### src/rtl/attack_anim_ctrl.sv
// Attack animation sequencer: draw, wait for a frame tick, erase, step one pixel,
// bouncing the sprite between START_X and TURN_X for NUM_FRAMES draws.
module attack_anim_ctrl #(
   parameter logic [8:0] START_X    = 9'd65,
   parameter logic [8:0] TURN_X     = 9'd90,
   parameter logic [7:0] START_Y    = 8'd93,
   parameter logic [5:0] NUM_FRAMES = 6'd50
) (
   input  logic       clock,
   input  logic       reset,
   input  logic       start,
   input  logic       frame_tick,
   input  logic       done_draw,
   output logic       busy,
   output logic       enable_draw,
   output logic       enable_erase,
   output logic [8:0] pos_x,
   output logic [7:0] pos_y,
   output logic [5:0] frame_count,
   output logic       done
);

   typedef enum logic [2:0] {
      IDLE       = 3'd0,
      DRAW       = 3'd1,
      WAIT_FRAME = 3'd2,
      ERASE      = 3'd3,
      MOVE       = 3'd4,
      FINISH     = 3'd5
   } state_e;

   state_e     state_q, state_d;
   logic [8:0] pos_x_q, pos_x_d;
   logic       dir_left_q, dir_left_d;
   logic [5:0] frame_count_q, frame_count_d;
   logic       tick_pending_q, tick_pending_d;
   logic [8:0] move_x_s;
   logic       busy_q, enable_draw_q, enable_erase_q, done_q;

   // Next-state, position, direction, frame counter and pending-tick logic
   always_comb begin
      state_d        = state_q;
      pos_x_d        = pos_x_q;
      dir_left_d     = dir_left_q;
      frame_count_d  = frame_count_q;
      tick_pending_d = tick_pending_q;

      // Step right only while below the turn point; anything else steps left,
      // so pos_x cannot escape the [START_X, TURN_X] window.
      if ((!dir_left_q && (pos_x_q < TURN_X)) || (pos_x_q <= START_X)) begin
         move_x_s = pos_x_q + 9'd1;
      end else begin
         move_x_s = pos_x_q - 9'd1;
      end

      if (((state_q == DRAW) || (state_q == ERASE) || (state_q == MOVE)) && frame_tick) begin
         tick_pending_d = 1'b1;
      end else begin
         tick_pending_d = tick_pending_q;
      end

      case (state_q)
         IDLE: begin
            if (start) begin
               state_d        = DRAW;
               pos_x_d        = START_X;
               dir_left_d     = 1'b0;
               frame_count_d  = 6'd0;
               tick_pending_d = 1'b0;
            end else begin
               state_d = IDLE;
            end
         end
         DRAW: begin
            if (done_draw) begin
               frame_count_d = frame_count_q + 6'd1;
               state_d       = WAIT_FRAME;
            end else begin
               state_d = DRAW;
            end
         end
         WAIT_FRAME: begin
            if (frame_count_q == NUM_FRAMES) begin
               state_d = FINISH;
            end else if (frame_tick || tick_pending_q) begin
               state_d        = ERASE;
               tick_pending_d = 1'b0;
            end else begin
               state_d = WAIT_FRAME;
            end
         end
         ERASE: begin
            if (done_draw) begin
               state_d = MOVE;
            end else begin
               state_d = ERASE;
            end
         end
         MOVE: begin
            pos_x_d = move_x_s;
            state_d = DRAW;
            if (move_x_s == TURN_X) begin
               dir_left_d = 1'b1;
            end else if (move_x_s == START_X) begin
               dir_left_d = 1'b0;
            end else begin
               dir_left_d = dir_left_q;
            end
         end
         FINISH: begin
            state_d = IDLE;
         end
         default: begin
            state_d = IDLE;
         end
      endcase
   end

   // State register; outputs are registered decodes of the upcoming state
   always_ff @(posedge clock) begin
      if (reset) begin
         state_q        <= IDLE;
         pos_x_q        <= START_X;
         dir_left_q     <= 1'b0;
         frame_count_q  <= 6'd0;
         tick_pending_q <= 1'b0;
         busy_q         <= 1'b0;
         enable_draw_q  <= 1'b0;
         enable_erase_q <= 1'b0;
         done_q         <= 1'b0;
      end else begin
         state_q        <= state_d;
         pos_x_q        <= pos_x_d;
         dir_left_q     <= dir_left_d;
         frame_count_q  <= frame_count_d;
         tick_pending_q <= tick_pending_d;
         busy_q         <= (state_d != IDLE);
         enable_draw_q  <= (state_d == DRAW);
         enable_erase_q <= (state_d == ERASE);
         done_q         <= (state_d == FINISH);
      end
   end

   assign busy         = busy_q;
   assign enable_draw  = enable_draw_q;
   assign enable_erase = enable_erase_q;
   assign pos_x        = pos_x_q;
   assign pos_y        = START_Y;
   assign frame_count  = frame_count_q;
   assign done         = done_q;

endmodule
### config.mk
export PLATFORM = sky130hd
export DESIGN_NAME = attack_anim_ctrl
export DESIGN_NICKNAME = d
export VERILOG_FILES = /design/src/rtl/attack_anim_ctrl.sv
export SDC_FILE = /design/constraint.sdc
export NUM_CORES = 1
export LEC_CHECK = 0
export ABC_AREA = 1
export BUFFER_PORTS_ARGS = -buffer_cell sky130_fd_sc_hd__buf_2
export CAP_MARGIN = 10
export CORE_MARGIN = 2
export CORE_UTILIZATION = 59
export CTS_CLUSTER_DIAMETER = 50
export DETAILED_ROUTE_END_ITERATION = 10
export GPL_TIMING_DRIVEN = 0
export PLACE_DENSITY = 0.95
export SYNTH_ARGS = -nofsm -noshare
export SYNTH_HDL_FRONTEND = slang
export SYNTH_SLANG_ARGS = --single-unit
### constraint.sdc
create_clock -name clock -period 4 [get_ports clock]
set_clock_uncertainty 0.1 [all_clocks]
set_input_delay 0.4 -clock clock [delete_from_list [all_inputs] [get_ports clock]]
set_output_delay 0.4 -clock clock [all_outputs]
set_load 0.005 [all_outputs]
Word-level counts from Yosys, hierarchy flattened --
Cells that the tools add are included.
Storage, ports and cells: register bits after elaboration 24, bits in latches 0, RAM bits 0, ROM bits 0, input port bits 5, output and inout bits 27, word-level logic and storage cells 62, memories 0
Operators by class: $add $sub $neg 3, $mul 0, div/mod/pow operators 0, $lt $le $gt $ge 2, equality and inequality tests 13, shift operators 0, mux-type cells 21, bitwise operators 0, reductions and logical operators 14
Operator list (count):
- == test 9 x 7 -> 1 bit, second input constant | 2
- 2-to-1 mux 9 bit | 2
- one-hot mux 9 bit (2 select lines) | 1
- one-hot mux 3 bit (5 select lines) | 1
- 2-to-1 mux 6 bit | 2
- one-hot mux 6 bit (2 select lines) | 1
- adder 9 x 1 -> 9 bit, second input constant | 1
- == test 3 x 2 -> 1 bit, second input constant | 3
- <= comparator 9 x 7 -> 1 bit, second input constant | 1
- less-than comparator 9 x 7 -> 1 bit, second input constant | 1
- 2-to-1 mux 1 bit | 9
- subtractor 9 x 1 -> 9 bit, second input constant | 1
- adder 6 x 1 -> 6 bit, second input constant | 1
- == test 3 x 1 -> 1 bit, second input constant | 2
- == test 3 bit, second input constant | 2
- == test 6 bit, second input constant | 1
- 2-to-1 mux 3 bit | 2
- AND reduction 3 bit | 2
- logical OR 1 bit | 4
- inequality test 2 bit, second input constant | 2
- one-hot mux 1 bit (2 select lines) | 2
- nonzero test 2 bit | 2
- logical NOT 3 bit | 1
- inequality test 3 x 1 -> 1 bit, second input constant | 1
- 5 further kinds | 6

Logic depth before layout (Yosys ltp) --
depth in word-level cells 8, gate-level depth with buffers 18, depth with buffers taken out 18

Least setup slack after synthesis --
Ideal clock, no wire load.
path kind register -> register, start reg pos_x_q[1], in the netlist pos_x[1], end reg dir_left_q, library setup time 0.129 ns, arrival time 2.219 ns, required time 3.771 ns, path slack 1.552 ns, cell stages (with the launch flop) 18, path buffers 0, clock period less this slack 2.448 ns, path through dfxtp_1 > nor2_1 > a21oi_1 > o21ai_0 > nand3_1 > ha_1 > nand2_1 > inv_1 > a21oi_1 > nand2_1 > nand2_1 > nand2_2 > nor2_2 > nand2_1 > nand2_1 > nand3_1 > nand2_1 > a21oi_2
On the way: longest elaborated chain between the ends 7, elaborated cells on any way between the ends 13, classes of those cells add/sub (2); order compare (2); eq/ne (3); mux (3); reduce/logical (3)
RTL lines:
- start, declared | RTL line 33 | logic [8:0] pos_x_q, pos_x_d;
- start signal, assigned | RTL line 133 | pos_x_q <= pos_x_d;
- less-than comparator 9 x 7 -> 1 bit | RTL line 50 | if ((!dir_left_q && (pos_x_q < TURN_X)) || (pos_x_q <= START_X)) begin
- logical AND 1 bit | RTL line 50
- logical OR 1 bit | RTL line 50
- 2-to-1 mux 9 bit * | RTL line 50
- == test 9 x 7 -> 1 bit, on equally long branches | RTL line 102, 104
- inequality test 3 x 1 -> 1 bit (no line) / 2-to-1 mux 1 bit (equally long branches)
- AND reduction 3 bit (no line) / one-hot mux 1 bit (2 select lines) (equally long branches)
- end signal, assigned | RTL line 134 | dir_left_q <= dir_left_d;
- end, declared | RTL line 34 | logic dir_left_q, dir_left_d;
Mark *: on every way between the ends. The rest lies on a longest branch, timed or not. A chain may end at the register's enable or synchronous reset.

Final worst setup path --
Ends and elaborated chain as after synthesis.

==> reports/metrics.yaml <==
antenna_found_initial: 0
switching_share_pct: 24.2
die_x_um: 57.5
grt.met2_usage_pct: 39.6
syn_inst: 253
grt_max_degree: 15
drc_errors: 0
seqPwrFrac_pct: 51.3
gr-total-overflow: 0
powerDensity_nw_per_um2: 258
viasPerCell: 5.08
critPathRequiredTime_ns: 4.15
cts_resized: 0
cp-end-kind: "flip-flop"
rows: 19
period_share_pct: 71.5
final_max_slew_viol_count: 0
grt_pass1_vias: 1387
numCtsBuffers: 3
synth.distinct_cells: 31
synth_seq_cells: 24
diodes: 0
core_um2: 2730
start_util_pct: 61.8
syn_to_final_growth_pct: 13.3
fin_cells: 316
yosysSeqAreaShare_pct: 28.4
setup_ws_ns: 1.14
busiest_layer: "met2"
power.total_w: 0.000494
drtAntennaViolNets: 0
drt_wl_total_mm: 3.30
io_pins: 32
setup_viol: 0
fmax_mhz: 350
cts_tree: "yes"
use_met1_pct: 25.1
comb_power_share_pct: 13.7
clock-root-buffer: "clkbuf_4"
die_y_um: 57.5
grt_pass1_wl_mm: 5.55
ctsHoldBuffers: 0
crit_path_max_fanout: 8
placed_cells_incl_taps: 312
criticalPathCategory: "flip-flop to flip-flop"
clkPwrFrac_pct: 35.0
dp_hpwl_mm: 2.77
period_minus_slack_ns: 2.86
nNetsFinal: 303
min_path_type: "input port to flip-flop"
avgSynthCellArea_um2: 6.68
cts_sinks: 24
drive_gt1_share_pct: 20.7
cts_setup_buffers: 0
pre_cts_slack_ns: 1.17
crit_arrival_ns: 3.01
place_congestion: 0.840
htree_levels: 1
hold_violations: 0
rsz0062_at_grt: "no"
critPathLaunchType: "flip-flop"
internal_power_w: 0.000374
use_met3_pct: 1.36
outcome: "finished, final reports clean"
finalSetupTns_ns: 0
whs_ns: 0.215
yosys_warnings: 0
drv_cap: 0
ir_drop_v: 0.000359
fill_cells: 243
io_buffers: 22
drtIter0Drc: 56
die-area_um2: 3310
track_usage_pct: 20.8
leakagePower_nw: 0.977
clock_latency_ns: 0.31
drt-pass1-iter-count: 4
synthesis.area_um2: 1690
dr_total_vias: 1606
switching_power_w: 0.000119
wl_per_cell_um: 10.4
clk_pin_slew_worst_paths_ns: 0.13
ctsLongestPathBuffers: 2
==> power by group through the flow <==
stage	Clock (W)	Combinational [W]	Sequential, W
final	0.000173	0.0000678	0.000253
after global routing	0.000184	0.0000763	0.000254
after CTS	0.000175	0.0000682	0.000253
after detailed placement	0	0.0000680	0.000259
after global placement	0	0.0000655	0.000258
after floorplan	0	0.0000493	0.000259
==> registers in the layout, indices dropped and copies added (netlist names) <==
| name | cells |
|---|---|
| busy | 1 |
| dir_left_q | 1 |
| done | 1 |
| enable_draw | 1 |
| enable_erase | 1 |
| frame_count | 6 |
| pos_x | 9 |
| state_q | 3 |
| tick_pending_q | 1 |
==> worst paths after layout <==
check / startpoint / endpoint / depth (start not counted) / slack (ns)
hold reg to reg: dir_left_q$_SDFFE_PP0P_ / dir_left_q$_SDFFE_PP0P_ / 2 / 0.39
setup / recovery: pos_x[1]$_SDFFE_PP0P_ / dir_left_q$_SDFFE_PP0P_ / 14 / 1.14
setup reg to reg: pos_x[1]$_SDFFE_PP0P_ / dir_left_q$_SDFFE_PP0P_ / 14 / 1.14
hold / removal: reset / pos_x[3]$_SDFFE_PP0P_ / 2 / 0.22
==> kinds of logic (layout without fill, tap and decap cells) <==
group	after synthesis	count (layout)	synth area share, %
AO/OA/AOI/OAI	30	30	10.0
adder cells (fa/ha/maj)	12	12	9.33
other	2	8	0.445
XOR/XNOR	1	1	0.519
AND/OR/NAND/NOR	135	135	37.7
flip-flops	24	24	28.4
buffers and inverters	49	75	13.6
==> final cells by class <==
| type | count | area (um^2) | share of cell area (%) |
|---|---|---|---|
| multi-input cells | 186 | 1000 | 52.4 |
| flip-flops and latches | 24 | 480 | 25.1 |
| inverters | 39 | 149 | 7.78 |
| repair buffers | 22 | 110 | 5.76 |
| plain buffers | 10 | 80.1 | 4.19 |
| well taps | 31 | 38.8 | 2.03 |
| clock inverters | 1 | 30.0 | 1.57 |
| clock buffers | 3 | 22.5 | 1.18 |
==> layout by cell type, fill, tap and decap left out, types with 2 or more instances in the layout <==
cell type	count
nand2_1	64
inv_1	34
dfxtp_1	24
buf_2	22
nor2_1	21
a21oi_1	17
nand3_1	17
ha_1	11
buf_4	9
nor3_1	9
conb_1	8
nand2_2	7
nor2_2	5
o21ai_0	4
inv_2	4
nand4_1	4
clkbuf_4	3
a211oi_1	2
nor3_2	2
nand3b_1	2
o21ai_1	2
nor3b_2	2
==> critical path, cell delays in order (launching register included) <==
cell     delay (ns)
dfxtp_1        0.38
nor2_1         0.25
a21oi_1        0.06
o21ai_0        0.24
nand3_1        0.31
ha_1           0.47
nand2_1        0.14
nand3_1        0.11
nand2_1        0.07
nand2_1        0.09
nor2_2         0.08
inv_1          0.06
nor3_2         0.17
nand3_1        0.12
a21oi_2        0.15
==> cell usage after synthesis, drive strengths merged <==
cell / count / area share (%)
a211oi: 2 / 0.89
a21oi: 18 / 5.6
a22oi: 1 / 0.44
a31oi: 1 / 0.37
buf: 9 / 4.0
conb: 2 / 0.44
dfxtp: 24 / 28
dlymetal6s2s: 1 / 0.74
fa: 1 / 1.2
ha: 11 / 8.1
inv: 39 / 8.8
nand2: 71 / 17
nand3: 17 / 5.0
nand3b: 2 / 0.89
nand4: 4 / 1.5
nor2: 27 / 7.7
nor3: 11 / 3.9
nor3b: 3 / 1.9
o21a: 1 / 0.44
o21ai: 7 / 2.3
xor2: 1 / 0.52
==> routing by layer <==
layer / share of wire [%] / wire length, um
met1: 43 / 1410
met5: 0 / 0
met3: 4.7 / 156
met2: 52 / 1720
met4: 0.42 / 14
==> metrics by stage <==
step	instance area [um^2]	utilization, %
after floorplan	1710	-
after global routing	1910	70.0
final	1910	70.0
after detailed placement	1860	68.1
after CTS	1910	70.0
after global placement	1860	68.1
Note: power is estimated with default switching activity, not from simulation.
